**src/rtl/frogger_pkg.sv**
```systemverilog
// Shared definitions for the frogger game-state logic.
//   state_e    : round state machine encoding (3 bits)
//   X_W / Y_W  : screen coordinate widths for x and y edges
//   GOAL_Y_DEF, LIVES_INIT_DEF, LEVEL_MAX_DEF : default game constants
package frogger_pkg;

   localparam int X_W = 10;
   localparam int Y_W = 9;

   localparam logic [Y_W-1:0] GOAL_Y_DEF     = 9'd40;
   localparam logic [1:0]     LIVES_INIT_DEF = 2'd3;
   localparam logic [2:0]     LEVEL_MAX_DEF  = 3'd2;

   typedef enum logic [2:0] {
      ST_IDLE    = 3'd0,
      ST_PLAY    = 3'd1,
      ST_HIT     = 3'd2,
      ST_LEVELUP = 3'd3,
      ST_OVER    = 3'd4
   } state_e;

endpackage

```
**src/rtl/collision_ctrl_box_overlap.sv**
```systemverilog
// Combinational rectangle-intersect test between two 4-edge boxes.
// Strict inequalities: boxes whose edges only touch do not overlap.
//   a_l/a_r, b_l/b_r : x edges (X_W bits)
//   a_t/a_b, b_t/b_b : y edges (Y_W bits)
//   overlap          : 1 when the interiors intersect
module box_overlap
   import frogger_pkg::*;
(
   input  logic [X_W-1:0] a_l,
   input  logic [X_W-1:0] a_r,
   input  logic [Y_W-1:0] a_t,
   input  logic [Y_W-1:0] a_b,
   input  logic [X_W-1:0] b_l,
   input  logic [X_W-1:0] b_r,
   input  logic [Y_W-1:0] b_t,
   input  logic [Y_W-1:0] b_b,
   output logic           overlap
);

   assign overlap = (a_l < b_r) & (a_r > b_l) & (a_t < b_b) & (a_b > b_t);

endmodule

```
**src/rtl/collision_ctrl.sv**
```systemverilog
// Round controller: compares the frog box against the car box, tracks
// lives and level, and drives the car run-enable and frog respawn pulse.
//   clk_in, reset_in (sync, active-low), start (level, synchronised)
//   carL/carR/carT/carB, frogL/frogR/frogT/frogB : bounding boxes
//   pseudo    : car run-enable, high only in PLAY
//   frog_rst  : one-cycle respawn pulse
//   hit       : one-cycle pulse per collision
//   lives, level, game_over : game status
//
// state   | meaning
// IDLE    | waiting for start after reset
// PLAY    | car running, watching for collision or goal
// HIT     | frozen after a collision, counting down
// LEVELUP | frozen after reaching the goal, counting down
// OVER    | no lives left, waiting for start
module collision_ctrl
   import frogger_pkg::*;
#(
   parameter logic [1:0]     LIVES_INIT    = LIVES_INIT_DEF,
   parameter logic [2:0]     LEVEL_MAX     = LEVEL_MAX_DEF,
   parameter logic [Y_W-1:0] GOAL_Y        = GOAL_Y_DEF,
   parameter logic [27:0]    FREEZE_CYCLES = 28'd50000000
)(
   input  logic           clk_in,
   input  logic           reset_in,
   input  logic           start,
   input  logic [X_W-1:0] carL,
   input  logic [X_W-1:0] carR,
   input  logic [Y_W-1:0] carT,
   input  logic [Y_W-1:0] carB,
   input  logic [X_W-1:0] frogL,
   input  logic [X_W-1:0] frogR,
   input  logic [Y_W-1:0] frogT,
   input  logic [Y_W-1:0] frogB,
   output logic           pseudo,
   output logic           frog_rst,
   output logic           hit,
   output logic [1:0]     lives,
   output logic [2:0]     level,
   output logic           game_over
);

   state_e      state_q, state_d;
   logic        overlap_c, overlap_q, goal_q;
   logic [27:0] freeze_cnt, freeze_cnt_d;
   logic [1:0]  lives_d;
   logic [2:0]  level_d;
   logic        hit_d, frog_rst_d;

   box_overlap u_box_overlap (
      .a_l     (frogL),
      .a_r     (frogR),
      .a_t     (frogT),
      .a_b     (frogB),
      .b_l     (carL),
      .b_r     (carR),
      .b_t     (carT),
      .b_b     (carB),
      .overlap (overlap_c)
   );

   always_comb begin
      state_d      = state_q;
      lives_d      = lives;
      level_d      = level;
      freeze_cnt_d = freeze_cnt;
      hit_d        = 1'b0;
      frog_rst_d   = 1'b0;
      case (state_q)
         ST_IDLE: begin
            if (start) begin
               state_d    = ST_PLAY;
               frog_rst_d = 1'b1;
            end
         end
         ST_PLAY: begin
            // collision takes priority over the goal
            if (overlap_q) begin
               hit_d = 1'b1;
               if (lives <= 2'd1) begin
                  lives_d = 2'd0;
                  state_d = ST_OVER;
               end else begin
                  lives_d      = lives - 2'd1;
                  state_d      = ST_HIT;
                  freeze_cnt_d = FREEZE_CYCLES - 28'd1;
               end
            end else if (goal_q) begin
               if (level < LEVEL_MAX) level_d = level + 3'd1;
               state_d      = ST_LEVELUP;
               freeze_cnt_d = FREEZE_CYCLES - 28'd1;
            end
         end
         ST_HIT, ST_LEVELUP: begin
            if (freeze_cnt == 28'd0) begin
               state_d    = ST_PLAY;
               frog_rst_d = 1'b1;
            end else begin
               freeze_cnt_d = freeze_cnt - 28'd1;
            end
         end
         ST_OVER: begin
            if (start) begin
               lives_d    = LIVES_INIT;
               level_d    = 3'd0;
               state_d    = ST_PLAY;
               frog_rst_d = 1'b1;
            end
         end
         default: begin
            state_d      = ST_IDLE;
            freeze_cnt_d = 28'd0;
         end
      endcase
   end

   always_ff @(posedge clk_in) begin
      if (!reset_in) begin
         state_q    <= ST_IDLE;
         lives      <= LIVES_INIT;
         level      <= 3'd0;
         freeze_cnt <= 28'd0;
         overlap_q  <= 1'b0;
         goal_q     <= 1'b0;
         pseudo     <= 1'b0;
         frog_rst   <= 1'b0;
         hit        <= 1'b0;
         game_over  <= 1'b0;
      end else begin
         state_q    <= state_d;
         lives      <= lives_d;
         level      <= level_d;
         freeze_cnt <= freeze_cnt_d;
         overlap_q  <= overlap_c;
         goal_q     <= (frogT <= GOAL_Y);
         pseudo     <= (state_d == ST_PLAY);
         frog_rst   <= frog_rst_d;
         hit        <= hit_d;
         game_over  <= (state_d == ST_OVER);
      end
   end

endmodule

```
**config.mk**
```make
export PLATFORM = sky130hd
export DESIGN_NAME = collision_ctrl
export DESIGN_NICKNAME = d
export VERILOG_FILES = /design/src/rtl/frogger_pkg.sv /design/src/rtl/collision_ctrl_box_overlap.sv /design/src/rtl/collision_ctrl.sv
export SDC_FILE = /design/constraint.sdc
export NUM_CORES = 1
export LEC_CHECK = 0
export BUFFER_PORTS_ARGS = -buffer_cell sky130_fd_sc_hd__buf_2
export CORE_MARGIN = 1
export CORE_UTILIZATION = 35
export CTS_CLUSTER_DIAMETER = 40
export DETAILED_ROUTE_END_ITERATION = 7
export HOLD_SLACK_MARGIN = 0.1
export PLACE_DENSITY_LB_ADDON = 0.25
export SKIP_CTS_REPAIR_TIMING = 1
export SLEW_MARGIN = 20
export SYNTH_ARGS = -nofsm -noshare
export SYNTH_HDL_FRONTEND = slang
export SYNTH_SLANG_ARGS = --single-unit
export TNS_END_PERCENT = 1
```
**constraint.sdc**
```tcl
create_clock -name clk_in -period 3.25 [get_ports clk_in]
set_input_delay 0.1625 -clock clk_in [delete_from_list [all_inputs] [get_ports clk_in]]
set_output_delay 0.1625 -clock clk_in [all_outputs]
set_load 0.01 [all_outputs]
```
Word-level counts from Yosys, hierarchy flattened

Cells that the tools add are included.

Multiply operators: 0
Magnitude comparators: 7
Equality and inequality tests: 14
Reductions and logical operators: 9
Shift-type cells: 0
Bitwise logic cells: 4
Mux-type cells: 24
Add/subtract/negate cells: 3
Div/mod/pow operators: 0

Operators by type and width:

| kind                  | count |
|---|---|
| $mux 28               | 4 |
| $pmux 28 s3           | 1 |
| $logic_not 28->1      | 1 |
| $sub 28x1->28 const B | 1 |
| $mux 3                | 9 |
| $ne 2x2->1 const B    | 6 |
| $gt 10x10->1          | 1 |
| $lt 10x10->1          | 1 |
| $gt 9x9->1            | 1 |
| $le 9x6->1 const B    | 1 |
| $lt 9x9->1            | 1 |
| $pmux 3 s3            | 1 |
| $eq 3x1->1 const B    | 2 |
| $eq 3x2->1 const B    | 2 |
| $eq 3x3->1 const B    | 2 |
| $mux 2                | 3 |
| $ne 3x3->1 const B    | 2 |
| $pmux 3 s2            | 1 |
| $reduce_and 5->1      | 1 |
| $pmux 2 s2            | 1 |
| $reduce_and 4->1      | 1 |
| $reduce_or 2->1       | 2 |
| $add 3x1->3 const B   | 1 |
| $and 1x1->1           | 3 |
| other kinds (10)      | 12 |

Memories kept: 0
Output and inout bits: 9
Word-level logic and storage cells: 71
Input bits: 79
Latch bits: 0
ROM bits: 0
Register bits: 42
Bits in writable memories: 0

Longest topological paths before layout

Depth after elaboration: 5
Gate-level depth with buffers: 9

Modules after synthesis

A second synthesis with hierarchy kept.

Cells, all modules: 417
Area total of the unflattened synthesis: 3305.7 um2

Modules (own cells, without submodules):

| module         | area each (um2) | cells each | instances | seq. area each (um2) |
|---|---|---|---|---|
| collision_ctrl | 2403.6          | 294        | 1         | 840.8 |
| box_overlap    | 902.1           | 123        | 1         | 0.0 |

Least setup slack after synthesis

No wires, ideal clock.

Kind: reg-to-reg
Start point: register freeze_cnt[0]
End point: register freeze_cnt[26]
Clock period less this slack: 2.341 ns
Required time: 3.129 ns
Arrival: 2.221 ns
Cell stages (with the launch flop): 8
Path buffers: 0
Slack: 0.909 ns
Path through: dfxtp_1 inv_1 ha_1 or3b_2 or4_4 nor3_4 nor3b_2 mux2_2

Word-level cells in the longest chain between the ends: 3

RTL lines:

| element                                                  | RTL line                                   | RTL |
|---|---|---|
| start, declared                                          | collision_ctrl.sv:45                       | `logic [27:0] freeze_cnt, freeze_cnt_d;` |
| start signal, assigned                                   | collision_ctrl.sv:133                      | `freeze_cnt <= freeze_cnt_d;` |
| $sub 28x1->28 / $logic_not 28->1 (equally long branches) | collision_ctrl.sv:99, collision_ctrl.sv:95 |  |
| $mux 28 / $ne 2x2->1 (equally long branches)             | --                                         |  |
| $pmux 28 s3 / $reduce_and 4->1 (equally long branches)   | --                                         |  |

Several ways; a longest one is shown, not always the timed one. The select of a mux whose other input is x is not followed.
A chain may end at the register's enable or synchronous reset.

Worst setup path in the final report

Start point: register freeze_cnt[17]
End point: register freeze_cnt[19]

Same word-level chain as after synthesis.

==> results.cfg <==
[status]
status = finished clean

[floorplan]
core_mm2 = 0.00838
design.portCount = 88
start_util_pct = 37.0
rows = 33
die_x_um = 96.1
dieArea_mm2 = 0.00923
die_y_um = 96.1

[critical_path]
worstPathMaxFanout = 10
end_kind = register
worstPathArrival_ns = 2.68
startpoint = freeze_cnt[17]$_SDFFE_PN0P_
rrSetupSlack_ns = 0.75
r2r_end = freeze_cnt[19]$_SDFFE_PN0P_
reg2regPathDepth = 6
cp-endpoint = freeze_cnt[19]$_SDFFE_PN0P_
r2r-start = freeze_cnt[17]$_SDFFE_PN0P_
path_class = register to register
required_ns = 3.43
crit_path_start_kind = register

[finish]
fillCellCount = 846
utilization_pct = 44.2
nets = 587
antenna_cells = 0
drive_gt1_share_pct = 26.4
area_growth_pct = 19.5

[detailed_routing]
wl_met3_um = 619
finalWirelength_mm = 8.28
routed-wl-met2_mm = 3.92
via_per_inst = 5.39
drt_iter0_drc = 158
routed.top_layer = met4
wire_per_inst_um = 14.4
postRouteAntennaNets = 0
drc = 0
wl_met1_mm = 3.58
vias = 3099
firstDrtPassIters = 5

[timing]
max_slew_margin_pct = 55.0
fin_setup_tns_ns = 0
max_freq_ghz = 0.400
post-route-period-util_pct = 76.9
slew_viol_final = 0
fin_crit_ns = 2.50
rsz0062_at_grt = false
setup_viol = 0
hold_viol_final = 0
finalClockSkew_ns = 0.00539
worst_pin_slew_ns = 0.672

[global_route]
gr-usage-all-layers_pct = 18.7
overflow = 0
grt_pass1_wl_mm = 13.7
grt_pass1_vias = 3021
antenna_found_initial = 0
grt_max_degree = 21

[logic_synthesis]
synth_seq_area_share_pct = 27.1
ys_warn_count = 0
synth_top_area_share_pct = 27.1
synth_edf_count = 0
synth-seq-cells = 42
synth-async-reset-ratio_pct = 0
synthFlopType = dfxtp_1
synthCells = 387
synth_area_leaders = dfxtp_1 27%, ha_1 16%, inv_1 5.6%
ys_types = 62
yosys.area.top_type = dfxtp_1
netlist_area_mm2 = 0.00310
synth_commonest_cells = 46 x inv_1, 46 x nor2_1, 42 x dfxtp_1
synth_nets = 505
syn_area_per_cell_um2 = 8.01

[place]
dp_hpwl_mm = 6.44
routabilityCongestion = 0.922
port_buffers = 87

[cts]
ctsHtreeMaxLevel = 2
cts_buffer_depth = 2
insertion_delay_ns = 0.30
cts.sinks = 42
path_clk_slew_ns = 0.08
tritoncts.num_buffers = 5
cts_tree = built
cts_root_buffer = clkbuf_8

[hold_path]
hp-class = input pin to register

[run]
maxCapViolations = 0

[pwr]
p_leak_nw = 1.84
peakVddDrop_mv = 0.158
cellPowerDensity_mw_per_mm2 = 377
flip-flops by register name, indices dropped and copies added, names as in the netlist:
signal / count
lives: 2
game_over: 1
overlap_q: 1
goal_q: 1
freeze_cnt: 28
hit: 1
state_q: 3
level: 3
frog_rst: 1
pseudo: 1
where the power goes:
group          internal, mW  switching (mW)
combinational         0.208           0.268
sequential            0.536          0.0240
clock                 0.171           0.188
placed cells by master (no fill, tap or decap), types with 3 or more instances in the layout:
cell type  count
nor2b_1        7
a311oi_1       3
clkbuf_8       6
o221a_2        6
nor3_1        11
nand2b_1       5
a21oi_1       27
a31oi_1        9
nand2_1       12
nand4_1        5
buf_2         87
o21ai_0       21
xnor2_1        3
nand3_1        9
and2_1         3
or4_4          3
dfxtp_1       42
xor2_1         4
a211oi_1       7
nor2_1        46
ha_1          39
inv_1         46
or2_2          5
a21o_1         9
nor4_1         6
and3_1         3
worst max-delay path: stages (launching register included):
cell	delay, ns
dfxtp_1	0.36
nor4_1	0.57
nor4b_4	0.34
nand4_2	0.28
and2_1	0.41
a311oi_1	0.34
a311oi_1	0.07
layer usage:
layer / up-vias / global-route usage [%]
li1: 1562 / -
met1: 1393 / 22.6
met2: 128 / 33.2
met3: 16 / 4.03
met4: 0 / 5.47
met5: - / 0
per-stage QoR:
| stage | power [mW] | worst slack (ns) | cell area, µm² | std cells | hold WS [ns] |
|---|---|---|---|---|---|
| floorplan | 0.907 | 0.909 | 3100 | 387 | 0.345 |
| global placement | 1.04 | 0.838 | 3610 | 567 | 0.464 |
| detailed placement | 1.04 | 0.780 | 3610 | 567 | 0.470 |
| CTS | 1.40 | 0.759 | 3700 | 575 | 0.192 |
| global route | 1.47 | 0.623 | 3700 | 575 | 0.201 |
| finish | 1.39 | 0.751 | 3700 | 575 | 0.190 |
final cells by class:
type                            instances  area (µm²)  area share (%)
Multi-Input combinational cell        284        2010            54.3
Sequential cell                        42         841            22.7
Timing Repair Buffer                   89         450            12.2
Inverter                               47         176            4.76
Tap cell                              105         131            3.55
Clock buffer                            6        82.6            2.23
Clock inverter                          2        12.5           0.338
cells by family (layout without fill, tap and decap cells):
group	after synthesis	count (layout)	synth area share [%]
AOI/OAI and AO/OA	103	103	22.1
xor gates and xnor gates	7	7	1.98
adders and majority gates	39	39	15.8
buffers and inverters	61	144	8.00
DFF	42	42	27.1
muxes	2	2	0.727
and+or+nand+nor	133	133	24.3
worst min path at each step:
stage | startpoint | to | slack, ns | cells past startpoint
global placement | freeze_cnt[25]$_SDFFE_PN0P_ | freeze_cnt[25]$_SDFFE_PN0P_ | 0.46 | 2
CTS | frogT[7] | goal_q$_SDFF_PN0_ | 0.19 | 2
finish | frogT[7] | goal_q$_SDFF_PN0_ | 0.19 | 2
detailed placement | freeze_cnt[25]$_SDFFE_PN0P_ | freeze_cnt[25]$_SDFFE_PN0P_ | 0.47 | 2
global route | frogT[7] | goal_q$_SDFF_PN0_ | 0.20 | 2
floorplan | start | frog_rst$_SDFF_PN0_ | 0.34 | 2
(Power assumes the default switching activity.)
